`config.mk`:
```
export PLATFORM = sky130hd
export DESIGN_NAME = regfile_write_arbiter
export DESIGN_NICKNAME = d
export VERILOG_FILES = /design/src/rtl/regfile_pkg.sv /design/src/rtl/rr_arbiter.sv /design/src/rtl/regfile_write_arbiter.sv
export SDC_FILE = /design/constraint.sdc
export NUM_CORES = 1
export LEC_CHECK = 0
export BUFFER_PORTS_ARGS = -buffer_cell sky130_fd_sc_hd__buf_2
export CAP_MARGIN = 10
export CORE_AREA = 8 8 97 99
export DETAILED_ROUTE_END_ITERATION = 12
export DIE_AREA = 0 0 105 107
export PLACE_DENSITY = 0.66
export SETUP_SLACK_MARGIN = 0.2
export SLEW_MARGIN = 40
export SYNTH_ARGS = -nofsm -noshare
export SYNTH_HDL_FRONTEND = slang
export SYNTH_SLANG_ARGS = --single-unit
```
`constraint.sdc`:
```
create_clock -name clk -period 2.69 [get_ports clk]
set_clock_uncertainty 0.2 [all_clocks]
set_input_delay 0.269 -clock clk [delete_from_list [all_inputs] [get_ports clk]]
set_output_delay 0.269 -clock clk [all_outputs]
set_load 0.005 [all_outputs]
```
`src/rtl/regfile_pkg.sv`:
```
// Shared types, register constants and destination decoding for the register file write path.
package regfile_pkg;

  localparam int REG_ADDR_W = 5;
  localparam int REG_DATA_W = 32;

  typedef enum logic [1:0] {
    DST_RC = 2'b00,
    DST_RB = 2'b01,
    DST_RA = 2'b10,
    DST_XP = 2'b11
  } regdst_e;

  localparam logic [REG_ADDR_W-1:0] REG_ZERO = REG_ADDR_W'(0);
  localparam logic [REG_ADDR_W-1:0] REG_XP   = REG_ADDR_W'(1);
  localparam logic [REG_ADDR_W-1:0] REG_RA   = REG_ADDR_W'(31);

  function automatic logic [REG_ADDR_W-1:0] resolve_dst(
    input logic [1:0]            code,
    input logic [REG_ADDR_W-1:0] rb,
    input logic [REG_ADDR_W-1:0] rc
  );
    case (regdst_e'(code))
      DST_RA:  return REG_RA;
      DST_XP:  return REG_XP;
      DST_RB:  return rb;
      default: return rc;
    endcase
  endfunction

endpackage

```
`src/rtl/rr_arbiter.sv`:
```
// Round-robin one-hot arbiter: lowest request at or above ptr wins, else lowest overall.
// Combinational, no state; the caller owns and advances ptr.
module rr_arbiter
  import regfile_pkg::*;
#(
  parameter int N  = 2,
  parameter int PW = (N > 1) ? $clog2(N) : 1
) (
  input  logic [N-1:0]  req,
  input  logic [PW-1:0] ptr,
  output logic [N-1:0]  grant
);

  logic [N-1:0] hi;
  logic [N-1:0] pick;

  always_comb begin
    hi    = req & ~((N'(1) << ptr) - N'(1));
    pick  = (|hi) ? hi : req;
    grant = pick & (~pick + N'(1));
  end

endmodule

```
`src/rtl/regfile_write_arbiter.sv`:
```
// Arbitrates N_REQ writeback requesters onto the register file write port; one cycle accept->RegWrite.
// stall freezes grants and the output stage. Define REGFILE_WR_BYPASS_EN for fwd_a/fwd_b/fwd_data.
module regfile_write_arbiter
  import regfile_pkg::*;
#(
  parameter int N_REQ  = 3,
  parameter int DATA_W = REG_DATA_W,
  parameter int ADDR_W = REG_ADDR_W
) (
  input  logic                     clk,
  input  logic                     reset_n,
  input  logic [N_REQ-1:0]         req_valid,
  output logic [N_REQ-1:0]         req_ready,
  input  logic [2*N_REQ-1:0]       req_dst,
  input  logic [ADDR_W*N_REQ-1:0]  req_rb,
  input  logic [ADDR_W*N_REQ-1:0]  req_rc,
  input  logic [DATA_W*N_REQ-1:0]  req_wdata,
  input  logic                     stall,
  input  logic [ADDR_W-1:0]        ra,
  input  logic [ADDR_W-1:0]        rb,
  output logic                     RegWrite,
  output logic [1:0]               RegDst,
  output logic [ADDR_W-1:0]        rc,
  output logic [DATA_W-1:0]        wdata,
  output logic                     ra_hazard,
  output logic                     rb_hazard,
`ifdef REGFILE_WR_BYPASS_EN
  output logic                     fwd_a,
  output logic                     fwd_b,
  output logic [DATA_W-1:0]        fwd_data,
`endif
  output logic [7:0]               drop_cnt
);

  localparam int NRR = N_REQ - 1;
  localparam int RPW = (NRR > 1) ? $clog2(NRR) : 1;

  // rr_idx counts from requester 1: rr_idx == k means requester k+1 is looked at first.
  logic [RPW-1:0]    rr_idx;
  logic [RPW-1:0]    rr_win;
  logic [RPW-1:0]    rr_next;
  logic [NRR-1:0]    rr_grant;
  logic [N_REQ-1:0]  grant;
  logic [ADDR_W-1:0] win_addr;
  logic [DATA_W-1:0] win_data;
  logic              out_valid;
  logic              hz_a;
  logic              hz_b;

  rr_arbiter #(.N(NRR), .PW(RPW)) u_rr (
    .req   (req_valid[N_REQ-1:1]),
    .ptr   (rr_idx),
    .grant (rr_grant)
  );

  always_comb begin
    grant = '0;
    if (!stall) grant = req_valid[0] ? N_REQ'(1) : {rr_grant, 1'b0};
  end

  assign req_ready = grant;

  always_comb begin
    win_addr = '0;
    win_data = '0;
    rr_win   = '0;
    for (int i = 0; i < N_REQ; i++) begin
      if (grant[i]) begin
        win_addr = resolve_dst(req_dst[2*i +: 2], req_rb[ADDR_W*i +: ADDR_W],
                               req_rc[ADDR_W*i +: ADDR_W]);
        win_data = req_wdata[DATA_W*i +: DATA_W];
      end
    end
    for (int j = 0; j < NRR; j++) begin
      if (rr_grant[j]) rr_win = RPW'(j);
    end
  end

  assign rr_next = (rr_win == RPW'(NRR - 1)) ? '0 : rr_win + RPW'(1);

  always_ff @(posedge clk or negedge reset_n) begin
    if (!reset_n) begin
      out_valid <= 1'b0;
      rc        <= '0;
      wdata     <= '0;
      rr_idx    <= '0;
      drop_cnt  <= '0;
    end else if (!stall) begin
      out_valid <= |grant;
      if (|grant) begin
        rc    <= win_addr;
        wdata <= win_data;
        if (win_addr == REG_ZERO && drop_cnt != 8'hFF) drop_cnt <= drop_cnt + 8'd1;
      end
      if (|grant[N_REQ-1:1]) rr_idx <= rr_next;
    end
  end

  assign RegDst   = 2'b00;
  assign RegWrite = out_valid & ~stall & (rc != REG_ZERO);
  assign hz_a     = out_valid & (rc == ra) & (ra != REG_ZERO);
  assign hz_b     = out_valid & (rc == rb) & (rb != REG_ZERO);

`ifdef REGFILE_WR_BYPASS_EN
  assign fwd_a     = hz_a;
  assign fwd_b     = hz_b;
  assign fwd_data  = wdata;
  assign ra_hazard = 1'b0;
  assign rb_hazard = 1'b0;
`else
  assign ra_hazard = hz_a;
  assign rb_hazard = hz_b;
`endif

endmodule

```
== After elaboration in Yosys (flattened, before gate mapping) ==
Cells that the tools add are included.

* Register bits: 47
* Output and inout bits: 53
* Logic and storage cells: 58

* Equality and inequality tests: 12
* Shift operators: 1
* Bitwise logic cells: 11
* $add $sub $neg: 4
* Muxes and demuxes: 14
* Reduce and logical (&&, ||, !) cells: 11

{| class="wikitable"
|+ Operators with widths
! operator !! number
|-
| $mux 32 || 3
|-
| $pmux 5 s3 || 3
|-
| $mux 5 || 3
|-
| $reduce_bool 5->1 || 3
|-
| $eq 2x2->1 const B || 6
|-
| $eq 5x5->1 || 2
|-
| $add 8x1->8 const B || 1
|-
| $ne 8x8->1 const B || 1
|-
| $and 1x1->1 || 6
|-
| $eq 2x1->1 const B || 3
|-
| $mux 3 || 2
|-
| $logic_not 5->1 || 1
|-
| $and 2x2->2 || 2
|-
| $not 2->2 || 2
|-
| $reduce_and 2->1 || 2
|-
| $reduce_or 2->1 || 2
|-
| $reduce_and 3->1 || 1
|-
| $reduce_or 3->1 || 1
|-
| $add 2x1->2 const B || 1
|-
| $mux 1 || 2
|-
| $mux 2 || 1
|-
| $shl 1x1->2 const A || 1
|-
| $sub 2x1->2 const B || 1
|-
| $add 1x1->1 const B || 1
|-
| other kinds (2) || 2
|}

== Depth between registers and ports, before layout ==
Gate-level depths: netlist of run 1.

* Depth after elaboration: 17
* Mapped depth: 7
* Depth with buffers taken out: 6

== By module ==
From an unflattened synthesis of run 1, not the netlist that was laid out.

* Cells, all modules: 279
* Area, all modules: 2,705.1 um2

{| class="wikitable"
|+ By module, submodules not included
! module !! area each (um2) !! cells an instance !! seq. area each (um2) !! instances
|-
| regfile_write_arbiter || 2,686.3 || 276 || 1,176.1 || 1
|-
| rr_arbiter || 18.8 || 3 || 0.0 || 1
|}

== Worst setup path before layout of run 1 ==
OpenSTA, ideal clock, no wires.

* Path type: register to register
* Start point: register rr_idx
* End point: register drop_cnt[1]
* Required time: 2,362 ps
* Stages on the path, launching flop included: 7
* Period minus slack after synthesis: 2,199 ps
* Setup time: 128 ps
* Arrival: 1,872 ps
* Setup slack: 491 ps
* Cells stage by stage: dfrtp_1 and2b_1 nor2_2 a222oi_1 nand4_2 nor2_1 mux2_1

* Word-level cells in the longest chain between the ends: 16
* Elaborated cells on any way between the ends: 17
* Classes of those cells: add/sub: 2; shift: 1; mux: 5; bitwise: 4; reduce/logical: 5

{| class="wikitable"
|+ RTL lines
! item !! line !! RTL
|-
| start: declaration || regfile_write_arbiter.sv:39 || <nowiki>logic [RPW-1:0] rr_idx;</nowiki>
|-
| start signal: assignment || regfile_write_arbiter.sv:95 || <nowiki>if (|grant[N_REQ-1:1]) rr_idx <= rr_next;</nowiki>
|-
| $shl 1x1->2 (*) || rr_arbiter.sv:18 || <nowiki>hi = req & ~((N'(1) << ptr) - N'(1));</nowiki>
|-
| $sub 2x1->2 (*) || rr_arbiter.sv:18 ||
|-
| $not 2->2 (*) || rr_arbiter.sv:18 ||
|-
| $and 2x2->2 (*) || rr_arbiter.sv:18 ||
|-
| $reduce_or 2->1 || rr_arbiter.sv:19 || <nowiki>pick = (|hi) ? hi : req;</nowiki>
|-
| $mux 2 (*) || rr_arbiter.sv:19 ||
|-
| $not 2->2 || rr_arbiter.sv:20 || <nowiki>grant = pick & (~pick + N'(1));</nowiki>
|-
| $add 2x1->2 || rr_arbiter.sv:20 ||
|-
| $and 2x2->2 (*) || rr_arbiter.sv:20 ||
|-
| $mux 3 (*) (2 in series) || regfile_write_arbiter.sv:58 || <nowiki>if (!stall) grant = req_valid[0] ? N_REQ'(1) : {rr_grant, 1'b0};</nowiki>
|-
| $mux 5 (2 in series) || regfile_write_arbiter.sv:68 || <nowiki>if (grant[i]) begin</nowiki>
|-
| $logic_not 5->1 || regfile_write_arbiter.sv:93 || <nowiki>if (win_addr == REG_ZERO && drop_cnt != 8'hFF) drop_cnt <= drop_cnt + 8'd1;</nowiki>
|-
| $logic_and 1x1->1 || regfile_write_arbiter.sv:93 ||
|-
| $reduce_and 3->1 (no line) (*) || n/a ||
|-
| end signal: assignment || regfile_write_arbiter.sv:93 ||
|-
| end: declaration || regfile_write_arbiter.sv:32 || <nowiki>output logic [7:0] drop_cnt</nowiki>
|}

Every way passes the cells marked *; elsewhere a longest branch is shown, timed or not.
A chain may end at the register's enable or synchronous reset.

== Worst setup path in the final report of run 1 ==
Same ends and word-level chain as after synthesis.

==> out/metrics.yaml, run 1 <==
status: "finished, final reports clean"
synth_most_common_cell: "a22oi_1"
p_int_mw: 1.40
yosys_warnings: 0
grt_pass1_wl_mm: 16.8
ys_seq_elements: 47
min-delay-path-class: "in2reg"
ys.flop_type: "dfrtp_1"
clock-sinks: 47
rows: 33
cts_tree: "done"
seq_power_share_pct: 45.5
numCtsBuffers: 5
finalHoldViolations: 0
r2r_cells: 6
drc_errors: 0
fin_crit_ps: 2350
timing.rr.end: "drop_cnt[1]"
num_vias: 3216
areaGrowthSynthToFinish_pct: 66.9
swShare_pct: 31.2
dp_cells: 568
clk_latency_ps: 290
wl_per_cell_um: 16.8
setup_viol: 0
gp_congestion: 0.819
report.final.slew_viol_count: 0
yosys.area_share.xor_xnor_pct: 5.68
io_pins: 201
start_kind: "flip-flop"
antenna_found_initial: 0
grt_use_total_pct: 18.0
worstSetupPathType: "reg2reg"
fin_cells: 634
grt_max_degree: 39
rsz0062_at_grt: "false"
finalSetupTns_ps: 0
drtAntennaViolNets: 0
antennaDiodeCount: 0
netlist_top_cells_count: "a22oi_1, dfrtp_1, nand2_1"
synth-edff-count: 0
io_buffers: 198
synth_top_area_share_pct: 44.8
arrival_ps: 2340
synth_seq_area_share_pct: 44.8
grt_pass1_vias: 3561
initialDrtViolationCount: 123
power_frac_clock_pct: 21.5
relSlewSlack_pct: 61.7
root_buffer: "clkbuf_8"
die_height_um: 107
r2r_start: "rr_idx"
peakVddDrop_mv: 0.213
fin_crit_sh_pct: 87.5
leakagePower_nw: 2.28
end_kind: "flip-flop"
power.switching_mw: 0.638
vias_per_cell: 5.07
max_cap_viol_count: 0
ys_types: 39
drive_gt1_share_pct: 41.8
clk_path_buf_depth: 2
synth_top_family_by_area: "compound AO/OA/AOI/OAI gates"
clk_pin_slew_worst_paths_ps: 90
crit_path_start: "rr_idx"
grt-ovfl-total: 0
die_w_um: 105
power_frac_comb_pct: 33.1
ys_async_sr_fraction_pct: 100
start_util_pct: 33.1
drt_first_pass_iters: 4
synth-compound-area-share_pct: 25.9
syn_area_per_cell_sq_um: 9.37
synth-simple-area-share_pct: 18.5
cts_max_level: 2
worstMarginPinSlew_ps: 574
core_area_sq_um: 7930
synth_fa_ha_area_share_pct: 0.477
powerDensity_nw_per_um2: 467
critPathMaxFanout: 5
synth.area.mux_share_pct: 0.429
crit_end: "drop_cnt[1]"
netlist_top_cells_area: "dfrtp_1, a22oi_1, nand2_1, xor2_1, a211oi_1"
syn_area_sq_um: 2620
required_ps: 2670
syn_inst: 280
rrSetupSlack_ps: 340
nets: 678
die_area_sq_um: 11200
yosys.area.top_type: "dfrtp_1"
wirelength_mm: 10.7
fmax_mhz: 425
dp_hpwl_mm: 7.59
metrics by stage:
step | area, sq um | hold WS [ps] | setup WS [ps] | utilization, % | total power [mW]
global placement | 3700 | 113 | 296 | 46.7 | 1.50
detailed placement | 3700 | 105 | 264 | 46.7 | 1.51
floorplan | 2630 | -227 | 491 | - | 1.18
global route | 4380 | 2.07 | 200 | 55.2 | 2.17
CTS | 4350 | 0.0934 | 265 | 54.9 | 2.05
finish | 4380 | 8.88 | 337 | 55.2 | 2.04
worst min path at each step:
| stage | start | to | slack [ps] | depth (start not counted) |
|---|---|---|---|---|
| floorplan | reset_n | drop_cnt[0] | -230 | 0 |
| global placement | reset_n | drop_cnt[5] | 110 | 1 |
| detailed placement | reset_n | drop_cnt[4] | 100 | 1 |
| CTS | req_wdata[91] | wdata[27] | 0.09 | 3 |
| global route | req_wdata[9] | wdata[9] | 2 | 3 |
| finish | req_wdata[9] | wdata[9] | 9 | 3 |
worst max-delay path: stages, from the launching register on:
cell and delay [ps]:
dfrtp_1 430, and2b_2 290, a211oi_1 60, a211oi_1 490
nand2_1 210, nor2_1 210, mux2_1 340
repair_timing:
| action | in CTS | in global routing |
|---|---|---|
| endpoints found under the hold margin | 54 | 0 |
| setup endpoints to repair | 0 | 3 |
| setup buffers | 0 | 3 |
| hold buffers | 56 | 0 |
| gates resized for setup | 0 | 1 |
power groups by stage:
stage	sequential (mW)	combinational, mW	clock, mW
finish	0.929	0.675	0.439
global route	0.948	0.746	0.480
CTS	0.927	0.665	0.460
detailed placement	0.937	0.577	0
global placement	0.938	0.561	0
floorplan	0.937	0.248	0
final cells by class:
cell class	instances	area, sq um
fillers	734	3550
repair buffers	263	1620
multi-input cells	211	1360
flip-flops and latches	47	1180
well taps	105	131
clock buffers	6	82.6
clock inverters	1	8.76
inverters	1	3.75
per-layer routing:
layer / part of all wire [%] / wire [um] / up-vias / global-route usage, %
li1: - / - / 1535 / -
met1: 38 / 4010 / 1522 / 18.9
met2: 54 / 5780 / 145 / 33.8
met3: 7.0 / 741 / 14 / 5.94
met4: 1.2 / 126 / 0 / 4.59
met5: 0 / 0 / - / 0
registers in the layout (all words and copies together) (netlist names):
signal,count
wdata,32
drop_cnt,8
rc,5
out_valid,1
rr_idx,1
cell families after synthesis:
group | Yosys count
other | 1
DFF | 47
buffers and inverters | 23
xor gates and xnor gates | 17
adders and majority gates | 1
muxes | 1
AOI/OAI and AO/OA | 92
and+or+nand+nor | 98
cell usage in the layout (no fill, tap or decap), types with 3 or more instances in the layout:
cell type and instances:
buf_2 198, a22oi_1 64, dlygate4sd3_1 56, nand2_1 47, dfrtp_1 47, nor3_1 12, a211oi_1 12, xor2_1 11
buf_4 9, nand2b_1 8, xnor2_1 6, nand3_1 6, clkbuf_8 6, nor2_1 4, a21oi_1 4, o21bai_1 4
nand3b_1 4, nor2b_1 3, a211o_1 3, and3_1 3
No activity file was read; power rests on OpenSTA's default activity.
==> inputs of run 2 (changes only) <==
==> constraint.sdc (replaced) <==
create_clock -name clk -period 2.69 [get_ports clk]
set_clock_uncertainty 0.2 [all_clocks]
set_input_delay 0.538 -clock clk [delete_from_list [all_inputs] [get_ports clk]]
set_output_delay 0.538 -clock clk [all_outputs]
set_load 0.005 [all_outputs]
==> run 2 against run 1 <==
Compared with the run above: the flow now finishes with violations (negative hold slack); critical path depth is 2 lower; sequential share of layout area grew 3.6 points; design area decreased by 11%; cell count fell by 7.9%; combinational power is 13% lower; critical path type is now reg2out.
==> out/metrics.yaml, run 2 (same netlist as run 1, synthesis figures left out) <==
die_area_sq_um: 11200  # unchanged
report.final.slew_viol_count: 0  # unchanged
total_power_mw: 1.96  # was 2.04 mW
busiest_layer: "met2"  # unchanged
antennaDiodeCount: 0  # unchanged
crit_family: "simple AND/OR/NAND/NOR gates"  # unchanged
areaGrowthSynthToFinish_pct: 47.9  # was 66.9%
fin_crit_ps: 2430  # was 2350 ps
arrival_ps: 1690  # was 2340 ps
grt_pass1_vias: 3157  # was 3561
wirelength_mm: 9.53  # was 10.7 mm
drt_first_pass_iters: 4  # unchanged
final_cell_mix: "buf_2, a22oi_1, nand2_1"  # was buf_2, a22oi_1, dlygate4sd3_1
setup_slack_ps: 265  # was 337 ps
die_height_um: 107  # unchanged
grt_pass1_wl_mm: 15.2  # was 16.8 mm
io_buffers: 198  # unchanged
io_pins: 201  # unchanged
antenna_found_initial: 0  # unchanged
power.switching_mw: 0.620  # was 0.638 mW
swShare_pct: 31.6  # was 31.2%
peakVddDrop_mv: 0.218  # was 0.213 mV
largest_register: "wdata"  # unchanged
pre_cts_ws_ps: 41.6  # was 264 ps
rows: 33  # unchanged
initialDrtViolationCount: 116  # was 123
clk_path_buf_depth: 2  # unchanged
seq_power_share_pct: 47.3  # was 45.5%
required_ps: 1950  # was 2670 ps
clock-sinks: 47  # unchanged
setup_viol: 0  # unchanged
grt_use_total_pct: 16.3  # was 18.0%
max_cap_viol_count: 0  # unchanged
fmax_mhz: 412  # was 425 MHz
powerDensity_nw_per_um2: 507  # was 467 nW/um^2
cts_max_level: 2  # unchanged
dp_hpwl_mm: 7.74  # was 7.59 mm
worstSetupPathType: "reg2out"  # was reg2reg
critPathMaxFanout: 4  # was 5
holdWs_ps: -16.1  # was 8.88 ps
crit_buf_inv: 1  # was 0
num_vias: 2891  # was 3216
power_frac_clock_pct: 22.7  # was 21.5%
drc_errors: 0  # unchanged
drtAntennaViolNets: 0  # unchanged
numCtsBuffers: 5  # unchanged
cts_tree: "done"  # unchanged
final_common_cell: "buf_2"  # unchanged
crit_chain: "or4_4, o21ai_2, nor4_1, buf_2"  # was and2b_2, a211oi_1, a211oi_1, nand2_1, nor2_1, mux2_1
leakagePower_nw: 2.07  # was 2.28 nW
core_area_sq_um: 7930  # unchanged
end_kind: "output port"  # was flip-flop
vias_per_cell: 4.95  # was 5.07
root_buffer: "clkbuf_8"  # unchanged
drive_gt1_share_pct: 48.4  # was 41.8%
gp_congestion: 0.815  # was 0.819
critical-path-slowest-cell: "or4_4"  # was a211oi_1
clk_pin_slew_worst_paths_ps: 90  # about the same
finalHoldViolations: 27  # was 0
failed_checks: "negative hold slack"
min-delay-path-class: "in2async"  # was in2reg
use_met2_pct: 29.4  # was 33.8%
nets: 627  # was 678
rsz0062_at_grt: "false"  # unchanged
finalSetupTns_ps: 0  # unchanged
grtUsageMet3_pct: 4.80  # was 5.94%
largest_reg_flops: 32  # unchanged
start_util_pct: 33.1  # unchanged
fin_crit_sh_pct: 90.2  # was 87.5%
grt_max_degree: 39  # unchanged
status: "complete, but fails checks"  # was finished, final reports clean
power_frac_comb_pct: 30.0  # was 33.1%
clk_latency_ps: 290  # about the same
top_regs: "wdata x32, drop_cnt x8, rc x5"  # unchanged
wl_per_cell_um: 16.3  # was 16.8 um
p_int_mw: 1.34  # was 1.40 mW
critPathMaxStageDelay_ps: 540  # was 490 ps
grtUsageMet1_pct: 18.8  # was 18.9%
die_w_um: 105  # unchanged
grt-ovfl-total: 0  # unchanged
start_kind: "flip-flop"  # unchanged
run 2: cell types whose count changed in the layout (fill, tap and decap cells not counted), sizes merged:
cell and change:
clkinv +1, inv -1, buf +5, clkbuf +1
dlygate4sd3 -56
run 2: area by class of cell:
type	instances	area, sq um
Tap cell	105	131
Multi-Input combinational cell	211	1370
Clock inverter	1	8.76
Timing Repair Buffer	212	1100
Sequential cell	47	1180
Clock buffer	7	86.3
Inverter	1	3.75
Fill cell	787	4050
run 2: repair_timing:
action / 4_1_cts / 5_1_grt
resized for setup: 2 / 6
hold buffers: 0 / 0
setup endpoints to repair: 3 / 5
pin swaps: 0 / 2
setup buffers: 0 / 3
run 2: path summary, 6_finish.rpt:
| path | startpoint | endpoint | slack [ps] | cells after the start |
|---|---|---|---|---|
| setup / recovery | rc[0] | ra_hazard | 260 | 4 |
| hold / removal | reset_n | drop_cnt[4] | -20 | 1 |
| setup reg to reg | rr_idx | drop_cnt[5] | 370 | 7 |
| hold reg to reg | drop_cnt[6] | drop_cnt[6] | 290 | 1 |
| max in group asynchronous | reset_n | wdata[13] | 1810 | 2 |
| min in group clk | req_wdata[19] | wdata[19] | 260 | 3 |
run 2: power groups by stage:
stage                     Combinational, mW  Sequential, mW  Clock (mW)
after floorplan                       0.248           0.937           0
after global placement                0.570           0.939           0
after detailed placement              0.586           0.938           0
after CTS                             0.586           0.929       0.466
after global routing                  0.663           0.948       0.495
final                                 0.590           0.929       0.446
run 2: worst register-to-register path: cells and delay by family, from the launching register on:
family                    cells  cell delay [ps]
and+or+nand+nor               4              800
buffers and inverters         1              200
DFF                           1              430
AOI/OAI and AO/OA             1              450
xor gates and xnor gates      1              170
run 2: routing by layer:
layer | share of wire [%] | wire, um
met5 | 0 | 0
met4 | 0.45 | 43
met3 | 6.4 | 612
met2 | 52 | 4910
met1 | 42 | 3970
run 2: stage by stage:
stage / util [%] / cells / area [sq um] / hold slack [ps]
after CTS: 48.4 / 581 / 3840 / 138
after global routing: 48.9 / 584 / 3880 / 4.19
after floorplan: - / 281 / 2630 / 42.4
final: 48.9 / 584 / 3880 / -16.1
after detailed placement: 47.2 / 573 / 3740 / 261
after global placement: 47.2 / 573 / 3740 / 258
